--- src/rtl/instruction_loader.sv ---
// Byte-stream instruction loader: assembles big-endian words and writes them to instruction memory.
// Optional trailing checksum byte is enabled with `define CHECKSUM_EN.
module instruction_loader #(
    parameter int ADDR_WIDTH = 6
) (
    input  logic                  clk,
    input  logic                  reset_n,
    input  logic                  start,
    input  logic [7:0]            rx_data,
    input  logic                  rx_valid,
    output logic                  rx_ready,
    output logic                  mem_we,
    output logic [ADDR_WIDTH-1:0] mem_addr,
    output logic [31:0]           mem_wdata,
    output logic                  busy,
    output logic                  done,
    output logic                  error,
    output logic                  cpu_run
);

    localparam int          CW  = ADDR_WIDTH + 1;
    localparam int unsigned CAP = 32'd1 << ADDR_WIDTH;

    typedef enum logic [2:0] {
        S_IDLE  = 3'd0,
        S_COUNT = 3'd1,
        S_BYTES = 3'd2,
        S_WRITE = 3'd3,
        S_DONE  = 3'd4,
        S_ERR   = 3'd5
`ifdef CHECKSUM_EN
        , S_CHECK = 3'd6
`endif
    } state_t;

    state_t                state_q, state_d;
    logic [CW-1:0]         count_q, count_d;
    logic [ADDR_WIDTH-1:0] mem_addr_q, mem_addr_d;
    logic [31:0]           mem_wdata_q, mem_wdata_d;
    logic [1:0]            idx_q, idx_d;
    logic                  rx_ready_q, rx_ready_d;
    logic                  mem_we_q, mem_we_d;
    logic                  busy_q, busy_d;
    logic                  done_q, done_d;
    logic                  error_q, error_d;
    logic                  accept_s;
    logic                  last_word_s;

`ifdef CHECKSUM_EN
    logic [7:0] csum_q, csum_d;

    function automatic logic [7:0] csum_step(input logic [7:0] acc, input logic [7:0] b);
        return acc ^ b;
    endfunction
`endif

    assign accept_s    = rx_valid & rx_ready_q;
    // Compare in CW bits so a full-capacity load ends on the top address without wrapping.
    assign last_word_s = (({1'b0, mem_addr_q} + CW'(1)) == count_q);

    // Next-state, datapath and registered-output decode.
    always_comb begin
        state_d     = state_q;
        count_d     = count_q;
        mem_addr_d  = mem_addr_q;
        mem_wdata_d = mem_wdata_q;
        idx_d       = idx_q;
`ifdef CHECKSUM_EN
        csum_d      = csum_q;
`endif
        case (state_q)
            S_IDLE, S_DONE, S_ERR: begin
                if (start) begin
                    state_d = S_COUNT;
                end else begin
                    state_d = state_q;
                end
            end
            S_COUNT: begin
                if (accept_s) begin
                    if ((rx_data == 8'd0) || ({24'd0, rx_data} > CAP)) begin
                        state_d = S_ERR;
                    end else begin
                        count_d    = CW'(rx_data);
                        mem_addr_d = '0;
                        idx_d      = 2'd0;
                        state_d    = S_BYTES;
                    end
`ifdef CHECKSUM_EN
                    csum_d = csum_step(8'd0, rx_data);
`endif
                end else begin
                    state_d = S_COUNT;
                end
            end
            S_BYTES: begin
                if (accept_s) begin
                    mem_wdata_d = {mem_wdata_q[23:0], rx_data};
`ifdef CHECKSUM_EN
                    csum_d      = csum_step(csum_q, rx_data);
`endif
                    if (idx_q == 2'd3) begin
                        idx_d   = 2'd0;
                        state_d = S_WRITE;
                    end else begin
                        idx_d = idx_q + 2'd1;
                    end
                end else begin
                    state_d = S_BYTES;
                end
            end
            S_WRITE: begin
                if (last_word_s) begin
`ifdef CHECKSUM_EN
                    state_d = S_CHECK;
`else
                    state_d = S_DONE;
`endif
                end else begin
                    mem_addr_d = mem_addr_q + ADDR_WIDTH'(1);
                    state_d    = S_BYTES;
                end
            end
`ifdef CHECKSUM_EN
            S_CHECK: begin
                if (accept_s) begin
                    state_d = (rx_data == csum_q) ? S_DONE : S_ERR;
                end else begin
                    state_d = S_CHECK;
                end
            end
`endif
            default: state_d = S_IDLE;
        endcase

        rx_ready_d = 1'b0;
        busy_d     = 1'b0;
        case (state_d)
            S_COUNT, S_BYTES: begin
                rx_ready_d = 1'b1;
                busy_d     = 1'b1;
            end
            S_WRITE: busy_d = 1'b1;
`ifdef CHECKSUM_EN
            S_CHECK: begin
                rx_ready_d = 1'b1;
                busy_d     = 1'b1;
            end
`endif
            default: begin
                rx_ready_d = 1'b0;
                busy_d     = 1'b0;
            end
        endcase
        mem_we_d = (state_d == S_WRITE);
        done_d   = (state_d == S_DONE);
        error_d  = (state_d == S_ERR);
    end

    // State and output registers; reset aborts any load in progress.
    always_ff @(posedge clk or negedge reset_n) begin
        if (!reset_n) begin
            state_q     <= S_IDLE;
            count_q     <= '0;
            mem_addr_q  <= '0;
            mem_wdata_q <= 32'd0;
            idx_q       <= 2'd0;
            rx_ready_q  <= 1'b0;
            mem_we_q    <= 1'b0;
            busy_q      <= 1'b0;
            done_q      <= 1'b0;
            error_q     <= 1'b0;
`ifdef CHECKSUM_EN
            csum_q      <= 8'd0;
`endif
        end else begin
            state_q     <= state_d;
            count_q     <= count_d;
            mem_addr_q  <= mem_addr_d;
            mem_wdata_q <= mem_wdata_d;
            idx_q       <= idx_d;
            rx_ready_q  <= rx_ready_d;
            mem_we_q    <= mem_we_d;
            busy_q      <= busy_d;
            done_q      <= done_d;
            error_q     <= error_d;
`ifdef CHECKSUM_EN
            csum_q      <= csum_d;
`endif
        end
    end

    assign rx_ready  = rx_ready_q;
    assign mem_we    = mem_we_q;
    assign mem_addr  = mem_addr_q;
    assign mem_wdata = mem_wdata_q;
    assign busy      = busy_q;
    assign done      = done_q;
    assign error     = error_q;
    assign cpu_run   = done_q;

endmodule

--- config.mk ---
export PLATFORM = sky130hd
export DESIGN_NAME = instruction_loader
export DESIGN_NICKNAME = d
export VERILOG_FILES = /design/src/rtl/instruction_loader.sv
export SDC_FILE = /design/constraint.sdc
export NUM_CORES = 1
export LEC_CHECK = 0
export BUFFER_PORTS_ARGS = -buffer_cell sky130_fd_sc_hd__buf_2
export CAP_MARGIN = 20
export CELL_PAD_IN_SITES_DETAIL_PLACEMENT = 2
export CELL_PAD_IN_SITES_GLOBAL_PLACEMENT = 2
export CORE_ASPECT_RATIO = 0.7
export CORE_MARGIN = 8
export CORE_UTILIZATION = 35
export CTS_CLUSTER_DIAMETER = 100
export DETAILED_ROUTE_END_ITERATION = 7
export PLACE_DENSITY_LB_ADDON = 0.2
export SYNTH_ARGS = -nofsm -noshare
export SYNTH_HDL_FRONTEND = slang
export SYNTH_SLANG_ARGS = --single-unit
--- constraint.sdc ---
create_clock -name clk -period 2.1 [get_ports clk]
set_input_delay 0.525 -clock clk [delete_from_list [all_inputs] [get_ports clk]]
set_output_delay 0.525 -clock clk [all_outputs]
set_load 0.05 [all_outputs]
==> run summary, run 1 <==
clk sinks - 55
Top Family by Delay on Critical Path - simple AND/OR/NAND/NOR gates
R2R cell count - 6
Max-slew headroom - 67.32%
DR vias - 1841
post-synth net total - 219
fillers - 724
HP Class - in2async
Post-synth top cells - dfrtp_1, mux2_2, nand2_1, o21ai_0
H-tree depth - 2
CP Buf/Inv Count - 1
final WL - 6.517 mm
RR Startpoint - state_q[2]$_DFF_PN0_
worst-path maximum fanout - 3
# setup viols final - 0
antenna violations before repair - 0
RSZ-0062 raised after global routing - yes
Tmin final - 2067 ps
Post-synth EDFFs - 0
Leak Pwr - 0.001590 uW
FMAX - 483.8 MHz
multi-input logic area - 1079 um2
Detailed Place HPWL - 5.098 mm
Peak VDD IR - 0.7794 mV
nets@finish - 289
Post-Synth Simple-Gate Area - 13.69%
die width - 116.7 um
first-pass GRT wire length - 10.50 mm
gr usage total - 13.17%
pin count of the biggest net entering global routing - 38
Register Area - 1381 um2
Top FF cell, synth - dfrtp_1
syn_area_per_cell - 12.13 um2
WL/cell - 17.66 um
share of cells above drive strength 1 - 47.64%
Die Ht - 86.52 um
reg2reg end - mem_addr[2]$_DFFE_PN0P_
Post-synth ARST share - 100.0%
synthesis-to-layout area growth - 26.07%
final hold viol count - 0
Bufs on Longest Clock Path - 2
non-filler cells, final - 369
vias per cell - 4.989
Adder-Cell Fraction of Synth Area - 1.007%
clock-pin transition on the worst setup and hold timing paths - 100 ps
Synth cell types - 47
slowest stage cell on the critical path - or4_4
clk_lat worst skew - 300 ps
Synth Cell Area - 2486 um2
1st-iter DRT viols - 34
crit start category - input pin
Crit path depth - 7
Synth Instances - 205
largest area contributor in the netlist - dfrtp_1
Num CTS Buffers - 5
Post-CTS Setup Bufs - 0
post-synthesis mux area share - 14.49%
critical path class - in2reg
most common cell in the netlist - dfrtp_1
residual DRC count - 0
Synth Area in Compound Gates - 9.411%
row count - 25
Max Cap Viol - 0
Setup crit end kind - register
CTS tree - yes
clk root buf - clkbuf_8
post-synthesis sequential area ratio - 55.36%
status - finished clean
Max Slew Vio Count - 0
placed cell areas - 2994 um2
Placer Congestion - 0.7262
die area - 10100 um2
period utilisation layout - 98.42%
Clock Skew - 7.244 ps
Yosys reg bits - 55
cell breakdown of the critical path - buf_2, or4_4, or4_4, nand3_1, o221a_2, nor2_1, and2_1
io pins - 56
dpl cells - 362
Final ANT Viol Nets - 0
largest family of logic cells by synthesized area - multiplexers
global route total overflow - 0
Starting Density - 36.46%
Synth area leaders - dfrtp_1, mux2_2, nand2_1, xnor2_1, o21ai_0
top-area cell type share of the netlist area - 55.36%
port bufs - 55
Post-CTS Hold Fix Bufs - 0
Final Cell Area - 3134 um2
first-pass iteration count of the detailed router - 4
Synth Area in XOR/XNOR - 3.171%
antenna cells - 0
CP max stage delay - 580 ps
Worst Path Arrival - 2270 ps
setup slack, reg-to-reg - 90 ps
vias in the first global route - 2029
Worst EP required - 2300 ps
Slew @ Worst Pin - 490.2 ps
Most common cell on crit path - or4_4
Synth warnings - 0
core area - 6819 um2
PwrDens - 1460 nW/um2
==> flip-flops by register name, indices dropped and copies added, names as in the netlist <==
name       flops
busy           1
idx_q          2
mem_we         1
error          1
state_q        3
mem_addr       6
count_q        7
rx_ready       1
mem_wdata     32
cpu_run        1
==> metal layers <==
metal / GRT usage [%] / routed length, um
met2: 21.58 / 3194
met5: 0 / 0
met3: 3.262 / 261
met4: 2.778 / 42
met1: 17.14 / 3017
==> final cells by class <==
cell class              count  share of cell area [%]
repair buffers             72                   13.65
clock inverters             2                   1.198
flip-flops and latches     55                   44.07
well taps                  94                   3.752
inverters                   6                  0.7186
clock buffers               5                   2.196
multi-input cells         135                   34.41
==> layout by cell type (no fill, tap or decap), types with 4 or more instances in the layout <==
| cell | netlist | final |
|---|---|---|
| xor2_1 | 4 | 4 |
| inv_1 | 6 | 6 |
| buf_2 | 0 | 55 |
| o21ai_0 | 8 | 6 |
| dfrtp_1 | 55 | 51 |
| xnor2_1 | 5 | 5 |
| nor2_1 | 6 | 6 |
| dfrtp_2 | 0 | 4 |
| mux2_2 | 32 | 32 |
| clkbuf_8 | 0 | 5 |
| buf_4 | 1 | 15 |
| nand2_1 | 30 | 30 |
==> worst reg2reg max path: cells and delay by family, from the launching register on <==
| family | cells | cell delay [ps] |
|---|---|---|
| compound gates | 2 | 370 |
| simple gates | 4 | 1100 |
| flops | 1 | 440 |
==> report_power, final <==
part	leakage, uW	internal (uW)	switching, uW
Combinational	0.000812	691	1520
Clock	0.0000502	349	335
Sequential	0.000728	1400	285
Total	0.00159	2440	2140
==> logic make-up (layout without fill, tap and decap cells) <==
kind of cell,count (synthesis),in the layout
muxes,32,32
and+or+nand+nor,64,64
AOI/OAI and AO/OA,28,28
DFF,55,55
adders and majority gates,2,2
buffers and inverters,15,85
xor gates and xnor gates,9,9
==> worst max-delay path by stage <==
stage,endpoint,start
2_1_floorplan,mem_addr[1]$_DFFE_PN0P_,rx_data[1]
5_1_grt,rx_ready$_DFF_PN0_,rx_data[1]
4_1_cts,error$_DFF_PN0_,mem_addr[0]$_DFFE_PN0P_
6_report,cpu_run$_DFF_PN0_,rx_data[1]
3_5_place_dp,cpu_run$_DFF_PN0_,rx_data[1]
3_3_place_gp,cpu_run$_DFF_PN0_,rx_data[1]
==> timing repair <==
action / CTS / global route
hold endpoints to repair: 0 / 0
pin swaps: 0 / 3
gates resized for setup: 1 / 7
setup endpoints to repair: 4 / 9
==> stage by stage <==
stage               setup TNS (ps)  power [uW]  setup slack [ps]  hold WS, ps  util [%]
finish                           0        4577             33.23        174.9     45.96
global route                -101.8        4861            -57.33        184.5     45.96
CTS                              0        4614             29.42        185.0     45.58
detailed placement           -2944        3899            -273.4        494.6     43.91
global placement             -2493        3827            -233.6        485.9     43.91
floorplan                   -93.39        3251            -54.04        229.4         -
Power figures use the tool's default switching activity.
==> inputs of run 2 (changes only) <==
--- a/config.mk
+++ b/config.mk
@@ -9,7 +9,7 @@
 export CAP_MARGIN = 20
 export CELL_PAD_IN_SITES_DETAIL_PLACEMENT = 2
 export CELL_PAD_IN_SITES_GLOBAL_PLACEMENT = 2
-export CORE_ASPECT_RATIO = 0.7
+export CORE_ASPECT_RATIO = 1.4
 export CORE_MARGIN = 8
 export CORE_UTILIZATION = 35
 export CTS_CLUSTER_DIAMETER = 100
@@ -18,3 +18,4 @@
 export SYNTH_ARGS = -nofsm -noshare
 export SYNTH_HDL_FRONTEND = slang
 export SYNTH_SLANG_ARGS = --single-unit
+export TNS_END_PERCENT = 1
==> run 2 against run 1 <==
Net effect: count of clock-buffer cells in the layout rose by 1; first-iteration DRC count rose by 15%; maximum frequency rose by 0.29%; register-to-register slack improved by 20 ps; highest routed layer unchanged.
==> run summary, run 2 (synthesis results as in run 1) <==
Max Cap Viol - 0 (unchanged)
Placer Congestion - 0.7875 (+8.4%)
Final ANT Viol Nets - 0 (unchanged)
crit start category - input pin
io pins - 56 (unchanged)
clock network power share - 12.9% (-2.1 points)
port bufs - 55 (unchanged)
Util after Layout - 45.26% (-0.71 points)
1st-iter DRT viols - 39 (+15%)
period utilisation layout - 98.13% (-0.29 points)
Tot Pwr - 4499 uW (-1.7%)
Peak VDD IR - 0.6377 mV (-18%)
sw power - 2144 uW (+0.38%)
Leak Pwr - 0.001594 uW (+0.21%)
most frequent cells in the layout - buf_2, dfrtp_1, mux2_2
setup slack, reg-to-reg - 110 ps (+20 ps)
residual DRC count - 0 (unchanged)
Setup crit end kind - register
RSZ-0062 raised after global routing - yes
H-tree depth - 2 (unchanged)
Clock Skew - 8.422 ps (+1.178 ps)
worst-path maximum fanout - 3 (unchanged)
FMAX - 485.3 MHz (+0.29%)
final hold viol count - 0 (unchanged)
most common cell after layout, fill and taps aside - buf_2
Pint - 2355 uW (-3.5%)
first-pass GRT wire length - 10.99 mm (+4.7%)
HP Class - in2async
Tmin final - 2061 ps (-6.009 ps)
vias in the first global route - 2162 (+6.6%)
Bufs on Longest Clock Path - 2 (unchanged)
die width - 87.23 um (-25%)
gr usage total - 14.07% (+0.90 points)
clk sinks - 55 (unchanged)
switching share of power - 47.66% (+0.99 points)
Worst Path Arrival - 2270 ps (about the same)
share of cells above drive strength 1 - 49.10% (+1.5 points)
antenna cells - 0 (unchanged)
Die Ht - 115.7 um (+34%)
row count - 36 (+44%)
nets@finish - 292 (+1.0%)
Gate power share - 49.7% (+1.5 points)
status - finished clean
pin count of the biggest net entering global routing - 32 (-16%)
DR vias - 1863 (+1.2%)
clk_lat worst skew - 310 ps (about the same)
final WL - 6.446 mm (-1.1%)
synthesis-to-layout area growth - 26.27%
clk root buf - clkbuf_8
clock-pin transition on the worst setup and hold timing paths - 100 ps (about the same)
Largest register FFs - 32 (unchanged)
R2R cell count - 7 (+1)
sequential share of power - 37.4% (+0.6 points)
Starting Density - 35.84% (-0.62 points)
Detailed Place HPWL - 5.140 mm (+0.83%)
Max Slew Vio Count - 0 (unchanged)
fillers - 751 (+3.7%)
reg2reg end - mem_addr[1]$_DFFE_PN0P_
PwrDens - 1433 nW/um2 (-1.9%)
critical path class - in2reg
core area - 6937 um2 (+1.7%)
vias per cell - 4.981 (-0.16%)
Placement Setup Slack - -280.5 ps (-7.042 ps)
Worst EP required - 2310 ps (about the same)
first-pass iteration count of the detailed router - 3 (-1)
RR Startpoint - mem_addr[0]$_DFFE_PN0P_
setup ws final - 39.24 ps (+6.009 ps)
global route total overflow - 0 (unchanged)
CTS tree - yes
WL/cell - 17.24 um (-2.4%)
antenna violations before repair - 0 (unchanged)
Post-Route Setup TNS - 0 ps (unchanged)
# setup viols final - 0 (unchanged)
Num CTS Buffers - 5 (unchanged)
die area - 10090 um2 (about the same)
Max-slew headroom - 75.48% (+8.2 points)
Slew @ Worst Pin - 367.8 ps (-122.4 ps)
## run 2: layout make-up
type	instances	area, um2	share of cell area, %
tap	95	118.9	3.786
multi-input combinational	135	1081	34.44
timing repair buffer	75	450.4	14.35
sequential	55	1381	44.00
inverter	6	22.52	0.7174
clock inverter	2	12.51	0.3986
clock buffer	6	72.57	2.312
## run 2: what timing repair did
item                       CTS  global route
hold buffers                 0             0
pin swaps                    0             2
gates resized for setup      2             7
setup buffers                0             0
setup endpoints to repair    6            10
## run 2: worst max-delay path by stage
stage	endpoint	from	slack (ps)	cells after the start
2_1_floorplan	mem_addr[1]$_DFFE_PN0P_	rx_data[1]	-50	6
3_3_place_gp	cpu_run$_DFF_PN0_	rx_data[1]	-240	7
3_5_place_dp	cpu_run$_DFF_PN0_	rx_data[1]	-280	7
4_1_cts	mem_addr[1]$_DFFE_PN0P_	mem_addr[0]$_DFFE_PN0P_	6	7
5_1_grt	cpu_run$_DFF_PN0_	rx_data[1]	-20	7
6_report	cpu_run$_DFF_PN0_	rx_data[1]	40	7
## run 2: metrics by stage
step | std cells | hold WS (ps) | area, um2
4_1_cts | 374 | 21.66 | 3115
5_1_grt | 374 | 26.00 | 3139
2_1_floorplan | 205 | 229.4 | 2491
6_report | 374 | 29.43 | 3139
3_3_place_gp | 366 | 370.5 | 3018
3_5_place_dp | 366 | 375.2 | 3018
## run 2: power groups by stage
stage | Sequential [uW] | Combinational [uW] | Clock [uW]
finish | 1680 | 2230 | 582
CTS | 1690 | 2250 | 618
global route | 1740 | 2420 | 637
detailed placement | 1700 | 2230 | 0
floorplan | 2430 | 819 | 0
global placement | 1680 | 2180 | 0
## run 2: routing by layer
layer | up-vias | global-route usage, % | share of wire (%)
li1 | 862 | - | -
met1 | 950 | 15.03 | 39
met2 | 40 | 25.09 | 53
met3 | 11 | 4.116 | 5.4
met4 | 0 | 5.876 | 2.1
met5 | - | 0 | 0
## run 2: worst max-delay path, stage by stage
cell     delay (ps)
buf_2           100
or4_4           570
or4_4           440
nand3_1         160
o221a_2         230
nor2_1           70
and2_1          170
